File: config.mk
export PLATFORM = sky130hd
export DESIGN_NAME = wb_regfile
export DESIGN_NICKNAME = d
export VERILOG_FILES = /design/src/rtl/wb_regfile.sv
export SDC_FILE = /design/constraint.sdc
export NUM_CORES = 2
export LEC_CHECK = 0
export CORE_ASPECT_RATIO = 2
export CORE_UTILIZATION = 55
export CTS_CLUSTER_DIAMETER = 80
export DETAILED_ROUTE_END_ITERATION = 7
export PLACE_DENSITY = 0.73
export SYNTH_ARGS = -nofsm -noshare
export SYNTH_HDL_FRONTEND = slang
export SYNTH_SLANG_ARGS = --single-unit
File: constraint.sdc
create_clock -name clk -period 83.5 [get_ports clk]
set_clock_uncertainty 0.2 [all_clocks]
set_input_delay 8.35 -clock clk [delete_from_list [all_inputs] [get_ports clk]]
set_output_delay 8.35 -clock clk [all_outputs]
set_load 0.05 [all_outputs]
File: src/rtl/wb_regfile.sv
// Writeback stage and architectural register file.
// Picks the writeback value (load data or ALU result), commits it to the
// register file, serves two ID-stage read ports with write-through bypass,
// exposes a raw debug read port and counts committed writes.
module wb_regfile #(
    parameter int DATA_W = 32,
    parameter int ADDR_W = 5,
    parameter int CNT_W  = 32
) (
    input  logic              clk,
    input  logic              rst,
    input  logic              wb_m2r,
    input  logic              wb_regwr,
    input  logic [DATA_W-1:0] wb_memdata,
    input  logic [DATA_W-1:0] wb_aluout,
    input  logic [ADDR_W-1:0] wb_rd,
    input  logic [ADDR_W-1:0] rs_addr,
    input  logic [ADDR_W-1:0] rt_addr,
    output logic [DATA_W-1:0] rs_data,
    output logic [DATA_W-1:0] rt_data,
    output logic [DATA_W-1:0] wb_data,
    output logic              wb_en,
    input  logic [ADDR_W-1:0] dbg_addr,
    output logic [DATA_W-1:0] dbg_data,
    output logic [CNT_W-1:0]  wr_count
);

    localparam int DEPTH = 2 ** ADDR_W;

    // Entry 0 is only ever cleared by reset and never written, so it is a
    // constant zero that synthesis folds away; reads of $0 are forced to 0.
    logic [DATA_W-1:0] regs [DEPTH];

    // Writeback value selection; independent of reset.
    always_comb begin
        wb_data = wb_m2r ? wb_memdata : wb_aluout;
    end

    // A write only takes effect for a non-zero destination outside reset.
    always_comb begin
        wb_en = wb_regwr & (wb_rd != '0) & ~rst;
    end

    // Register array update; reset clears every entry immediately.
    always_ff @(posedge clk or posedge rst) begin
        if (rst) begin
            for (int i = 0; i < DEPTH; i++) begin
                regs[i] <= '0;
            end
        end else begin
            for (int i = 1; i < DEPTH; i++) begin
                if (wb_en && (wb_rd == ADDR_W'(i))) begin
                    regs[i] <= wb_data;
                end
            end
        end
    end

    // Read port A with same-cycle bypass of the pending writeback.
    always_comb begin
        rs_data = '0;
        if (rs_addr == '0) begin
            rs_data = '0;
        end else if (wb_en && (rs_addr == wb_rd)) begin
            rs_data = wb_data;
        end else begin
            rs_data = regs[rs_addr];
        end
    end

    // Read port B with same-cycle bypass of the pending writeback.
    always_comb begin
        rt_data = '0;
        if (rt_addr == '0) begin
            rt_data = '0;
        end else if (wb_en && (rt_addr == wb_rd)) begin
            rt_data = wb_data;
        end else begin
            rt_data = regs[rt_addr];
        end
    end

    // Debug port shows the raw array contents so commit timing is visible.
    always_comb begin
        dbg_data = '0;
        if (dbg_addr != '0) begin
            dbg_data = regs[dbg_addr];
        end
    end

    // Count of committed writes; wraps naturally at the counter width.
    always_ff @(posedge clk or posedge rst) begin
        if (rst) begin
            wr_count <= '0;
        end else if (wb_en) begin
            wr_count <= wr_count + CNT_W'(1);
        end
    end

endmodule
# Yosys cells after proc, flatten, opt, wreduce, memory -nomap -nowiden
# Index checks and enable logic that the tools add are counted.
# word_totals
out_inout_bits,161
wordCells,127
ff_bits,1024
# classes
n_eq_ne,33
mux,15
addsub,1
reduce_logical,37
bitwise_logic,6
n_lt_le_gt_ge,3
# ops
operator,count
$bmux 32 s5,3
$mux 32,12
$eq 5x5->1 const B,16
$eq 5x4->1 const B,8
$logic_and 1x1->1,33
$add 32x1->32 const B,1
$eq 5x3->1 const B,4
$ge 6x6->1 const B,3
$not 5->6,3
$eq 5x2->1 const B,2
$eq 5x5->1,2
$logic_not 5->1,2
$reduce_bool 5->1,2
$eq 5x1->1 const B,1
$and 1x1->1,2
$not 1->1,1

# Logic depth before layout (Yosys ltp)
# depth
depth_word,6
ltp_mapped,10

# Worst setup path before layout
# Ideal clock, no wire load.
# synth_path
kind,input to output
startpoint,in rst
endpoint,out rs_data[25]
slack_ns,63.790
n_path_buf,4
stages,9
arrival_ns,11.160
cell_sequence,nand2b_1 -> buf_2 -> a21o_1 -> buf_4 -> clkinv_1 -> and3_1 -> buf_2 -> buf_1 -> a211oi_1
# synth_between
elab_chain_cells,5
# synth_rtl
item,line,text
from (decl),11,"input logic rst,"
$not 1->1,41,wb_en = wb_regwr & (wb_rd != '0) & ~rst;
$and 1x1->1,41,
via wb_en,22,"output logic wb_en,"
$logic_and 1x1->1,64,end else if (wb_en && (rs_addr == wb_rd)) begin
$mux 32,64,
$mux 32,62,if (rs_addr == '0) begin
to (decl),19,"output logic [DATA_W-1:0] rs_data,"
# The timed path passes the listed nets, and every way through them passes these cells.

# Worst setup path after layout
# layout_path
startpoint,in rs_addr[0]
endpoint,out rs_data[22]
# layout_between
elab_chain_cells,6
# layout_rtl
item,line,text
from (decl),17,"input logic [ADDR_W-1:0] rs_addr,"
$not 5->6 (not written as such),67,rs_data = regs[rs_addr];
$bmux 32 s5,67,
$mux 32 (not written as such) (2 in a row),67,
$mux 32,64,
$mux 32 (*),62,
# Mark *: on every way between the ends. The rest lies on a longest branch, timed or not. The select of a mux whose other input is x is not followed.

==> impl_metrics.csv <==
group,metric,value,unit
synthesis,syn_area_per_cell,10.9,um^2
timing,clock.fmax,0.0443,GHz
place,place.port_buffers,248,
cts,total_number_of_clock_tree_sinks,1024,
global_route,gr-total-overflow,0,
route,vias_per_cell,7.48,
worst_hold_path,min_from,"wr_count[31]",
critical_path,cp-startpoint,"rs_addr[0]",
floorplan,num_io_pins,249,
critical_path,worst-path-max-fanout,105,
cts,cts_buffer_count,91,
power,ir_drop,0.0000185,V
critical_path,timing.rr.start,"wr_count[6]",
cts,ctsHoldBuffers,0,
route,firstDrtPassIters,7,
global_route,grt_antenna_before_repair,18,
cts,worstSkewPairLatency,0.72,ns
cells_and_area,layout.nets,5601,
route,wire_per_inst,34.0,um
cells_and_area,layout.cells.most_common,"dfrtp_1",
global_route,grtUsageTotal,42.9,%
synthesis,number_of_enable_flip_flop_cells_after_synthesis,0,
synthesis,synth.net_count,5737,
cts,cts_tree,"yes",
job,drv_cap,0,
timing,hold_slack_final,0.268,ns
floorplan,chipWidth,239,um
place,place_area,65000,um^2
worst_hold_path,worstHoldPathType,"flop to flop",
place,place_congestion,0.917,
timing,rsz0062_at_grt,"no",
synthesis,syn-instance-count,5648,
floorplan,fp.coreArea,111000,um^2
synthesis,ys_top_cells_by_area,"dfrtp_1 (42%), mux4_2 (23%), a21oi_1 (5.5%), mux2i_1 (4.4%), nor2_1 (4.3%)",
route,ant_nets,0,
timing,worst_slew_margin,0.888,%
synthesis,postSynth.asyncResetShare,100,%
cells_and_area,post-route-cell-area,68200,um^2
place,dp_slack,61.02,ns
timing,report.final.slew_viol_count,0,
global_route,first_global_vias,51500,
cells_and_area,fin_util,61.4,%
route,totalWireLength,241,mm
timing,setup_viol,0,
synthesis,netlist_area,61600,um^2
cells_and_area,area_delta_synth_final,10.8,%
synthesis,synth.top_cell.area_share,41.6,%
synthesis,synthDistinctLibCells,63,
floorplan,start_util,55.5,%
cells_and_area,fillerInstances,8705,
timing,sum_neg_setup_slack,0,ns
synthesis,synth.yosys.seq_area_share,41.6,%
cells_and_area,proportion_of_layout_cells_with_a_drive_suffix_above_1,20.6,%
run_status,status,"completed",
timing,tightestPinTransition,1.48,ns
cts,cts_htree_levels,3,
synthesis,synth.ff_latch_count,1024,
critical_path,critPathCaptureType,"primary output",
floorplan,chipHeight,475,um
cts,post_cts_buffers,0,
route,num_vias,53000,
cts,root_buffer,"clkbuf_16",
route,drt_first_iter_violations,8043,
global_route,first_pass_grt_wire_length,349,mm
global_route,grt_start_max_net_pins,180,
power,pwr_density_cell,23.0,nW/um^2
synthesis,yosys_warnings,32,
timing,final_hold_violation_count,0,
cts,clkSlewWorstSetupHoldPaths,0.06,ns
critical_path,critPathRequiredTime,74.95,ns
synthesis,synth_flop_cell,"dfrtp_1",
critical_path,cp-start-kind,"primary input",
floorplan,die_area,113000,um^2
cells_and_area,layout_common_cells,"dfrtp_1 (1024), nor2_1 (687), a21oi_1 (680), mux4_2 (616), nand2_1 (482)",
route,remaining_drc_errors,0,
cells_and_area,multi_input_area,33800,um^2
timing,period_share,27.1,%
place,post-dp-hpwl,136,mm
floorplan,core.rowCount,173,
cells_and_area,seqCellArea,25600,um^2
timing,post_route_setup_slack,60.91,ns
cts,cts_max_path_buffers,3,
synthesis,synth_top_cell_by_area,"dfrtp_1",
critical_path,worst_ep_arrival_time,14.04,ns
power,power_leakage,28.2,nW
timing,fin_crit,22.59,ns
critical_path,critical_path_start_end_classification,"primary input to primary output",
cts,postCtsResizedCells,0,
==> worst max-delay path, stage by stage <==
cell             delay, ns
buf_8                 0.51
buf_12                0.68
buf_4                 0.69
buf_4                 0.73
nor2b_2               1.28
a22oi_1               0.25
a31oi_1               0.34
a31oi_1               0.23
clkdlybuf4s50_1       0.81
==> Yosys cell counts, types with 10 or more instances <==
library cell	instances
a211o_1	10
a211oi_1	26
a21oi_1	681
a221oi_1	29
a22o_1	77
a22oi_1	80
a31oi_1	60
buf_1	38
buf_2	108
buf_4	46
clkbuf_1	402
dfrtp_1	1024
inv_1	39
mux2_2	154
mux2i_1	270
mux4_2	616
nand2_1	489
nand2b_1	15
nand3_1	37
nand4_1	20
nor2_1	708
nor2b_1	38
nor3_1	16
o2111ai_1	10
o21ai_0	396
o221ai_1	33
o22ai_1	61
o311ai_0	26
or3_1	10
xnor2_1	28
xor2_1	13
==> registers in the layout, indices dropped and copies added (netlist names) <==
register	count
wr_count	32
regs	992
==> power breakdown <==
part           switching (mW)  internal, mW  leakage [nW]
clock network           0.207         0.260          1.58
registers              0.0914         0.581          13.3
logic                   0.230         0.202          13.3
total                   0.528          1.04          28.2
==> cell type report <==
type                    count  share of cell area (%)
diodes                     12                  0.0440
repair buffers            373                    5.17
inverters                  40                   0.231
clock inverters            38                   0.778
well taps                1487                    2.73
multi-input cells        3982                    49.5
flip-flops and latches   1024                    37.6
clock buffers             132                    3.95
==> final timing paths <==
kind / end / slack [ns] / cells past startpoint
setup / recovery: rs_data[22] / 60.91 / 9
max in group asynchronous: regs[814] / 72.51 / 4
setup reg to reg: wr_count[18] / 80.93 / 5
hold reg to reg: wr_count[31] / 0.27 / 1
hold / removal: wr_count[31] / 0.27 / 1
min in group asynchronous: regs[382] / 8.11 / 2
==> stage by stage <==
step	total power, mW	std cells
floorplan	0.964	5648
global placement	1.08	6906
detailed placement	1.10	6906
CTS	1.56	7076
global route	1.62	7078
finish	1.57	7088
==> layer usage <==
| layer | track usage (%) | wire length [um] | up-vias |
|---|---|---|---|
| li1 | - | - | 20800 |
| met3 | 15.2 | 35100 | 1403 |
| met2 | 62.4 | 105000 | 4691 |
| met5 | 0 | 119 | - |
| met4 | 34.1 | 23100 | 18 |
| met1 | 51.9 | 77300 | 26100 |
==> cell families after synthesis <==
kind of cell	count (synthesis)	share of synthesized area, %
compound gates	1527	14.5
xor+xnor	41	0.583
flops	1024	41.6
mux	1040	29.7
buf+inv	642	4.51
simple gates	1373	9.10
fa+ha+maj	1	0.0203
Note: power is estimated with default switching activity, not from simulation.
